`src/rtl/dmem_pkg.sv`:
```
// Shared constants, op codes and FSM states for the block mover.
package dmem_pkg;
  localparam int ADDR_W = 8;
  localparam int DATA_W = 64;
  localparam int LEN_W  = 9;

  typedef enum logic [1:0] {
    OP_COPY  = 2'b00,
    OP_FILL  = 2'b01,
    OP_CHECK = 2'b10,
    OP_RSVD  = 2'b11
  } op_e;

  typedef enum logic [2:0] {
    IDLE, COPY_RD, COPY_WR, FILL_WR, CHK_RD, CHK_DRAIN, DONE
  } state_e;
endpackage

```
`src/rtl/dmem_block_mover_if.sv`:
```
// Command, memory-port and status bundle between the engine and its surroundings.
interface dmem_block_mover_if;
  import dmem_pkg::*;

  logic              cmd_valid;
  logic              cmd_ready;
  logic [1:0]        cmd_op;
  logic [ADDR_W-1:0] cmd_src;
  logic [ADDR_W-1:0] cmd_dst;
  logic [LEN_W-1:0]  cmd_len;
  logic [DATA_W-1:0] cmd_fill;
  logic [ADDR_W-1:0] mem_address;
  logic [DATA_W-1:0] mem_wdata;
  logic              mem_write_en;
  logic              mem_read_en;
  logic [DATA_W-1:0] mem_rdata;
  logic              busy;
  logic              done;
  logic [DATA_W-1:0] result;

  modport master (
    input  cmd_valid, cmd_op, cmd_src, cmd_dst, cmd_len, cmd_fill, mem_rdata,
    output cmd_ready, mem_address, mem_wdata, mem_write_en, mem_read_en,
           busy, done, result
  );

  modport slave (
    output cmd_valid, cmd_op, cmd_src, cmd_dst, cmd_len, cmd_fill, mem_rdata,
    input  cmd_ready, mem_address, mem_wdata, mem_write_en, mem_read_en,
           busy, done, result
  );
endinterface

```
`src/rtl/dmem_xfer_counter.sv`:
```
// Word index with last-word detect and wrapped base+index address.
module dmem_xfer_counter #(
  parameter int LEN_W  = 9,
  parameter int ADDR_W = 8
) (
  input  logic              clk,
  input  logic              rst,
  input  logic              clr,
  input  logic              inc,
  input  logic [LEN_W-1:0]  len,
  input  logic [ADDR_W-1:0] base,
  output logic              last,
  output logic [ADDR_W-1:0] addr
);
  logic [LEN_W-1:0] idx;

  always_ff @(posedge clk) begin
    if (rst)      idx <= '0;
    else if (clr) idx <= '0;
    else if (inc) idx <= idx + LEN_W'(1);
  end

  // full-width compare so len=256 runs all 256 words
  assign last = (idx == len - LEN_W'(1));
  assign addr = base + idx[ADDR_W-1:0];
endmodule

```
`src/rtl/dmem_block_mover.sv`:
```
// Block COPY/FILL/CHECK engine owning the single-port data memory while busy.
module dmem_block_mover
  import dmem_pkg::*;
(
  input logic clk,
  input logic rst,
  dmem_block_mover_if.master bus
);
  state_e            state;
  logic [ADDR_W-1:0] src_q, dst_q, base, addr;
  logic [LEN_W-1:0]  len_q;
  logic [DATA_W-1:0] fill_q, acc, acc_nxt, result_q;
  logic              ready_q, busy_q, done_q, rd_en, wr_en, rd_vld;
  logic              last, accept, inc;

  assign accept  = (state == IDLE) && bus.cmd_valid;
  assign inc     = (state == COPY_WR) || (state == FILL_WR) || (state == CHK_RD);
  assign base    = (state == COPY_WR || state == FILL_WR) ? dst_q : src_q;
  assign acc_nxt = acc ^ (rd_vld ? bus.mem_rdata : '0);

  dmem_xfer_counter #(.LEN_W(LEN_W), .ADDR_W(ADDR_W)) u_cnt (
    .clk  (clk),
    .rst  (rst),
    .clr  (accept),
    .inc  (inc),
    .len  (len_q),
    .base (base),
    .last (last),
    .addr (addr)
  );

  always_ff @(posedge clk) begin
    if (rst) begin
      state    <= IDLE;
      ready_q  <= 1'b1;
      busy_q   <= 1'b0;
      done_q   <= 1'b0;
      rd_en    <= 1'b0;
      wr_en    <= 1'b0;
      rd_vld   <= 1'b0;
      src_q    <= '0;
      dst_q    <= '0;
      len_q    <= '0;
      fill_q   <= '0;
      acc      <= '0;
      result_q <= '0;
    end else begin
      done_q <= 1'b0;
      rd_en  <= 1'b0;
      wr_en  <= 1'b0;
      // read data lands one cycle after the CHK_RD strobe
      rd_vld <= (state == CHK_RD);
      acc    <= acc_nxt;
      unique case (state)
        IDLE: if (accept) begin
          src_q   <= bus.cmd_src;
          dst_q   <= bus.cmd_dst;
          len_q   <= bus.cmd_len;
          fill_q  <= bus.cmd_fill;
          acc     <= '0;
          ready_q <= 1'b0;
          busy_q  <= 1'b1;
          if (bus.cmd_len == '0 || bus.cmd_op == OP_RSVD) begin
            state  <= DONE;
            done_q <= 1'b1;
          end else begin
            unique case (bus.cmd_op)
              OP_COPY: begin state <= COPY_RD; rd_en <= 1'b1; end
              OP_FILL: begin state <= FILL_WR; wr_en <= 1'b1; end
              default: begin state <= CHK_RD;  rd_en <= 1'b1; end
            endcase
          end
        end
        COPY_RD: begin state <= COPY_WR; wr_en <= 1'b1; end
        COPY_WR:
          if (last) begin state <= DONE;    done_q <= 1'b1; end
          else      begin state <= COPY_RD; rd_en  <= 1'b1; end
        FILL_WR:
          if (last) begin state <= DONE; done_q <= 1'b1; end
          else      wr_en <= 1'b1;
        CHK_RD:
          if (last) state <= CHK_DRAIN;
          else      rd_en <= 1'b1;
        CHK_DRAIN: begin
          result_q <= acc_nxt;
          state    <= DONE;
          done_q   <= 1'b1;
        end
        DONE: begin
          state   <= IDLE;
          ready_q <= 1'b1;
          busy_q  <= 1'b0;
        end
        default: state <= IDLE;
      endcase
    end
  end

  assign bus.cmd_ready    = ready_q;
  assign bus.busy         = busy_q;
  assign bus.done         = done_q;
  assign bus.result       = result_q;
  assign bus.mem_read_en  = rd_en;
  assign bus.mem_write_en = wr_en;
  assign bus.mem_address  = addr;
  // copy data goes straight from the read port to the write port
  assign bus.mem_wdata    = (state == COPY_WR) ? bus.mem_rdata :
                            (state == FILL_WR) ? fill_q : '0;
endmodule

```
`src/flat_wrapper.sv`:
```
// flat-port wrapper written by rule: the top's interface ports become plain ports
module dmem_block_mover_flat import dmem_pkg::*;
  (clk, rst, bus_cmd_valid, bus_cmd_op, bus_cmd_src, bus_cmd_dst, bus_cmd_len, bus_cmd_fill, bus_mem_rdata, bus_cmd_ready, bus_mem_address, bus_mem_wdata, bus_mem_write_en, bus_mem_read_en, bus_busy, bus_done, bus_result);
  dmem_block_mover_if bus_i ();
  input logic clk;
  input logic rst;
  input wire logic [$bits(bus_i.cmd_valid)-1:0] bus_cmd_valid;
  input wire logic [$bits(bus_i.cmd_op)-1:0] bus_cmd_op;
  input wire logic [$bits(bus_i.cmd_src)-1:0] bus_cmd_src;
  input wire logic [$bits(bus_i.cmd_dst)-1:0] bus_cmd_dst;
  input wire logic [$bits(bus_i.cmd_len)-1:0] bus_cmd_len;
  input wire logic [$bits(bus_i.cmd_fill)-1:0] bus_cmd_fill;
  input wire logic [$bits(bus_i.mem_rdata)-1:0] bus_mem_rdata;
  output wire logic [$bits(bus_i.cmd_ready)-1:0] bus_cmd_ready;
  output wire logic [$bits(bus_i.mem_address)-1:0] bus_mem_address;
  output wire logic [$bits(bus_i.mem_wdata)-1:0] bus_mem_wdata;
  output wire logic [$bits(bus_i.mem_write_en)-1:0] bus_mem_write_en;
  output wire logic [$bits(bus_i.mem_read_en)-1:0] bus_mem_read_en;
  output wire logic [$bits(bus_i.busy)-1:0] bus_busy;
  output wire logic [$bits(bus_i.done)-1:0] bus_done;
  output wire logic [$bits(bus_i.result)-1:0] bus_result;
  assign bus_i.cmd_valid = bus_cmd_valid;
  assign bus_i.cmd_op = bus_cmd_op;
  assign bus_i.cmd_src = bus_cmd_src;
  assign bus_i.cmd_dst = bus_cmd_dst;
  assign bus_i.cmd_len = bus_cmd_len;
  assign bus_i.cmd_fill = bus_cmd_fill;
  assign bus_i.mem_rdata = bus_mem_rdata;
  assign bus_cmd_ready = bus_i.cmd_ready;
  assign bus_mem_address = bus_i.mem_address;
  assign bus_mem_wdata = bus_i.mem_wdata;
  assign bus_mem_write_en = bus_i.mem_write_en;
  assign bus_mem_read_en = bus_i.mem_read_en;
  assign bus_busy = bus_i.busy;
  assign bus_done = bus_i.done;
  assign bus_result = bus_i.result;
  dmem_block_mover u_core (.clk(clk), .rst(rst), .bus(bus_i));
endmodule
```
`config.mk`:
```
export PLATFORM = sky130hd
export DESIGN_NAME = dmem_block_mover_flat
export DESIGN_NICKNAME = d
export VERILOG_FILES = /design/src/rtl/dmem_pkg.sv /design/src/rtl/dmem_block_mover_if.sv /design/src/rtl/dmem_xfer_counter.sv /design/src/rtl/dmem_block_mover.sv /design/src/flat_wrapper.sv
export SDC_FILE = /design/constraint.sdc
export NUM_CORES = 1
export LEC_CHECK = 0
export ABC_AREA = 1
export BUFFER_PORTS_ARGS = -buffer_cell sky130_fd_sc_hd__buf_2
export CORE_ASPECT_RATIO = 0.75
export CORE_MARGIN = 3
export CORE_UTILIZATION = 47
export DETAILED_ROUTE_END_ITERATION = 7
export PLACE_DENSITY = 0.78
export SETUP_SLACK_MARGIN = 0.4
export SYNTH_ARGS = -nofsm -noshare
export SYNTH_HDL_FRONTEND = slang
export SYNTH_SLANG_ARGS = --single-unit
```
`constraint.sdc`:
```
create_clock -name clk -period 2.3 [get_ports clk]
set_input_delay 0 -clock clk [delete_from_list [all_inputs] [get_ports clk]]
set_output_delay 0 -clock clk [all_outputs]
set_load 0.05 [all_outputs]
```
=== Yosys cells after proc, flatten, opt, wreduce, memory -nomap -nowiden ===
Index checks and enable logic that the tools add are counted.

* Flip-flop bits (word level): 235
* Bits in latches: 0
* RAM bits: 0
* Bits in read-only memories: 0
* Input port bits: 158
* Output and inout bits: 141
* Logic and storage cells: 74
* Memories: 0

* $add $sub $neg: 3
* Multipliers: 0
* Div/mod/pow operators: 0
* $lt $le $gt $ge: 0
* Equality and inequality tests: 12
* Shifts and indexed selects: 0
* Multiplexer cells: 30
* Bitwise gates (word level): 1
* Reductions and logical operators: 14

{| class="wikitable"
|+ Operators by type and width
! cell !! number
|-
| 64-bit two-way mux || 5
|-
| 64-bit bitwise XOR || 1
|-
| 3-bit case mux with 6 select lines || 1
|-
| 3-bit two-way mux || 5
|-
| 1-bit two-way mux || 12
|-
| 9-bit by 1-bit adder with 9-bit output (second input constant) || 1
|-
| 3-bit equality test (second input constant) || 3
|-
| 9-bit equality test || 1
|-
| 9-bit zero test || 1
|-
| 9-bit by 1-bit subtractor with 9-bit output (second input constant) || 1
|-
| 8-bit adder || 1
|-
| 8-bit two-way mux || 1
|-
| 3-bit by 2-bit equality test with 1-bit output (second input constant) || 2
|-
| 2-bit by 1-bit != test with 1-bit output (second input constant) || 3
|-
| 1-bit case mux with 2 select lines || 3
|-
| 1-bit case mux with 3 select lines || 2
|-
| 3-bit case mux with 2 select lines || 1
|-
| 2-bit OR reduction || 3
|-
| 2-bit AND reduction || 2
|-
| 3-bit by 1-bit equality test with 1-bit output (second input constant) || 1
|-
| 3-bit zero test || 1
|-
| 1-bit logical OR || 3
|-
| 3-bit AND reduction || 1
|-
| 2-bit by 1-bit equality test with 1-bit output (second input constant) || 1
|-
| other kinds (4) || 4
|}

=== Depth between registers and ports, before layout ===
* Depth after elaboration: 5
* Mapped depth: 15
* Mapped depth without buffers: 15

=== By module ===
A second synthesis with hierarchy kept.

* Cell total of the unflattened synthesis: 1,275
* Area, all modules: 9,826.9 um^2

{| class="wikitable"
|+ Modules (own cells, without submodules)
! module !! times used !! cells an instance !! area an instance (um^2) !! sequential area each (um^2)
|-
| dmem_block_mover || 1 || 1,109 || 8,772.2 || 4,524.3
|-
| dmem_xfer_counter || 1 || 166 || 1,054.8 || 180.2
|}

=== Worst setup path after synthesis ===
OpenSTA, ideal clock, no wires.

* Path type: flip-flop to output port
* From: register u_core.state[2]
* To: output bus_mem_address[6]
* Arrival time: 2.988 ns
* Required time: 2.300 ns
* Slack: -0.688 ns
* Stages on the path, launching flop included: 13
* Path buffers: 1
* Path through: dfxtp_1 -> inv_1 -> nand3_1 -> nand2_1 -> clkbuf_1 -> o21ai_0 -> ha_1 -> fa_1 -> a31oi_1 -> nor2_1 -> o21ai_0 -> nand2_1 -> xor2_1

* Word-level cells in the longest chain between the ends: 4
* Elaborated cells between the ends (all ways): 5
* Those cells by class: add/sub (1); eq/ne (2); mux (1); reduce/logical (1)

{| class="wikitable"
|+ Ends and longest elaborated chain
! item !! RTL line !! text
|-
| start, declared || dmem_block_mover.sv:9 || <nowiki>state_e state;</nowiki>
|-
| start signal, assigned || dmem_block_mover.sv:34 || <nowiki>state <= IDLE;</nowiki>
|-
| start signal, assigned || dmem_block_mover.sv:64 || <nowiki>state <= DONE;</nowiki>
|-
| start signal, assigned || dmem_block_mover.sv:68 || <nowiki>OP_COPY: begin state <= COPY_RD; rd_en <= 1'b1; end</nowiki>
|-
| 3-bit by 2-bit equality test with 1-bit output || dmem_block_mover.sv:18 || <nowiki>assign base = (state == COPY_WR || state == FILL_WR) ? dst_q : src_q;</nowiki>
|-
| 1-bit logical OR * || dmem_block_mover.sv:18 ||
|-
| 8-bit two-way mux * || dmem_block_mover.sv:18 ||
|-
| 8-bit adder * || dmem_xfer_counter.sv:25 || <nowiki>assign addr = base + idx[ADDR_W-1:0];</nowiki>
|-
| end, declared || flat_wrapper.sv:15 || <nowiki>output wire logic [$bits(bus_i.mem_address)-1:0] bus_mem_address;</nowiki>
|}

Every way passes the cells marked *; elsewhere a longest branch is shown, timed or not.

=== Final worst setup path ===
* From: register u_core.state[0]
* To: output bus_mem_address[6]

The elaborated chain is that of the path after synthesis.

==> reports/qor.yml <==
outcome:
  outcome: "finished, violations left"
  violations: "setup timing"
logic_synthesis:
  ys_types: 27
  syn_area_per_cell_um2: 7.475
  synthMuxAreaShare_pct: 0
  synthSimpleGateAreaFrac_pct: 14.33
  ys_ff_latch: 235
  syn-num-nets: 1514
  syn_area_mm2: 0.01006
  ys_seq_area_share_pct: 46.76
  synth_top_family_by_area: "compound AO/OA/AOI/OAI gates"
  synth_compound_area_share_pct: 20.17
  syn_inst: 1346
  yosys_warnings: 0
  synth_adder_area_share_pct: 1.318
  synth-xor-area-share_pct: 6.703
cells_and_area:
  mostFrequentLayoutCells: "buf_2, dfxtp_1, nand2_1, o21ai_0, inv_1"
  drive_above_1_share_pct: 27.50
  nets: 1968
  final_common_cell: "buf_2"
  finalNonFillerCells: 2101
  nFillCells: 1362
  design_area_mm2: 0.01538
  postLayoutCoreUtil_pct: 74.66
  area_growth_pct: 52.92
place:
  dp_cells: 1868
  gp_congestion: 0.8801
  pre_cts_ws_ns: -0.02014
  port_buffers: 298
  dpl_cell_area_mm2: 0.01190
  dp_hpwl_um: 19800
timing:
  fin_crit_ns: 2.572
  fmax_ghz: 0.3889
  hold_viol: 0
  fin_skew_ns: 0.01590
  setup-tns-final_ns: -1.065
  setup_ws_ns: -0.2715
  fin_crit_sh_pct: 111.8
  slew_headroom_pct: 27.92
  rsz0062_at_grt: "yes"
  hold_slack_ns: 0.2819
  worst_slew_pin_slew_ns: 1.081
  final-max-slew-violation-count: 0
  finalSetupViolCount: 10
global_routing:
  grt_pass1_vias: 11030
  grt_max_degree: 113
  grt_antenna_before_repair: 1
  grt_pass1_wl_um: 57220
  groute.usage.overall_pct: 30.22
  gr-total-overflow: 0
cts:
  cts_tree: "yes"
  cts_buffers: 24
  clk_path_buf_depth: 3
  clk_latency_ns: 0.51
  path_clk_slew_ns: 0.07
  root_buffer: "clkbuf_16"
  cts_sinks: 235
  h-tree-depth: 1
hold_path:
  hold_class: "input port to register"
die:
  design.die.area_mm2: 0.02322
  fp-row-count: 45
  die_y_um: 132.7
  die_x_um: 174.9
  ios: 299
  coreArea_mm2: 0.02061
  start_util_pct: 48.82
worst_setup_path:
  critPathCaptureType: "output port"
  critPathArrivalTime_ns: 2.57
  crit_type: "register to output port"
  start_kind: "register"
  worstPathMaxFanout: 5
  cp.required_ns: 2.30
detailed_routing:
  drt-initial-drc-count: 1109
  avgRoutedWirePerCell_um: 18.41
  via_count: 11290
  drt.antenna.violating_nets: 0
  drc: 0
  totalWireLength_um: 38680
  drtPass1Iterations: 8
  viasPerCell: 5.374
power:
  totalPowerFinal_mw: 17.42
  p_leak_nw: 6.640
  peakVddDrop_uv: 624.2
  power_density_mw_per_mm2: 1132
run:
  max_cap_violations: 0
report_power, final:
part           switching [mW]  leakage (nW)  internal (mW)
combinational            5.32          4.31           2.75
clock                    1.65         0.413           2.36
sequential              0.439          1.92           4.90
synthesized netlist by cell type (all sizes together):
master  number  area [µm²]
nor4         3       18.77
inv        180       675.7
nand3b       1       7.510
nand3       18       90.09
buf         31       219.0
xnor2       68       595.6
ha           9       112.6
a31oi        2       12.51
fa           1       20.02
nand2      210       805.8
nor2       120       480.5
xor2         9       78.83
clkbuf      49       183.9
nor3         4       20.02
o21ai      235        1176
a21oi      168       840.8
nand4        3       18.77
dfxtp      235        4705
layer usage:
| metal | track usage (%) | vias up | wire [µm] |
|---|---|---|---|
| li1 | - | 5201 | - |
| met1 | 37.55 | 5149 | 14900 |
| met5 | 0 | - | 0 |
| met3 | 7.057 | 163 | 4079 |
| met2 | 50.91 | 777 | 17940 |
| met4 | 12.05 | 0 | 1750 |
critical path, cell delays in order (launching register included):
cell and delay [ns]:
dfxtp_4 0.38, inv_4 0.04, nand3_4 0.08, nand2_4 0.09, nand2_2 0.07, o21ai_2 0.05, ha_2 0.18, fa_2 0.37
a31oi_4 0.18, nor2_1 0.06, o21ai_1 0.16, nand2_2 0.10, xor2_4 0.14, buf_6 0.17
worst paths after layout:
| check | end | slack (ns) | depth (start not counted) | start |
|---|---|---|---|---|
| worst max-delay path | bus_mem_address[6] | -0.27 | 13 | u_core.state[0] |
| worst min-delay path | u_core.dst_q[5] | 0.28 | 4 | bus_cmd_dst[5] |
| worst max register to register | u_core.u_cnt.idx[6] | 0.14 | 11 | u_core.state[1] |
| worst min register to register | u_core.src_q[2] | 0.45 | 2 | u_core.src_q[2] |
area by class of cell:
cell class / instances / area (µm²) / area share (%)
Antenna cell: 1 / 2.502 / 0.01627
Clock buffer: 34 / 739.5 / 4.806
Clock inverter: 10 / 88.84 / 0.5774
Inverter: 180 / 698.2 / 4.538
Multi-Input combinational cell: 852 / 4666 / 30.33
Sequential cell: 235 / 4722 / 30.69
Tap cell: 282 / 352.8 / 2.293
Timing Repair Buffer: 507 / 4115 / 26.75
registers in the layout, indices dropped and copies added, names as in the netlist:
register and cells:
u_core.fill_q 64, u_core.bus.cmd_ready 1, u_core.rd_vld 1, u_core.state 3, u_core.acc 64, u_core.bus.mem_write_en 1
u_core.bus.mem_read_en 1, u_core.u_cnt.idx 9, u_core.len_q 9, u_core.bus.result 64, u_core.src_q 8, u_core.dst_q 8
u_core.bus.busy 1, u_core.bus.done 1
what timing repair did:
item                                    4_1_cts  5_1_grt
endpoints found under the hold margin       225        0
buffers inserted                             16        6
endpoints found under the setup margin       77      153
resized for setup                           137       84
cloned                                        7        2
pin swaps                                    13       13
hold buffers                                157        0
logic make-up (layout without fill, tap and decap cells):
| group | after synthesis | in the layout |
|---|---|---|
| compound gates | 405 | 405 |
| xor+xnor | 77 | 77 |
| fa+ha+maj | 10 | 10 |
| buf+inv | 260 | 731 |
| flops | 235 | 235 |
| other cells | 0 | 1 |
| simple gates | 359 | 360 |
(Power assumes the default switching activity.)
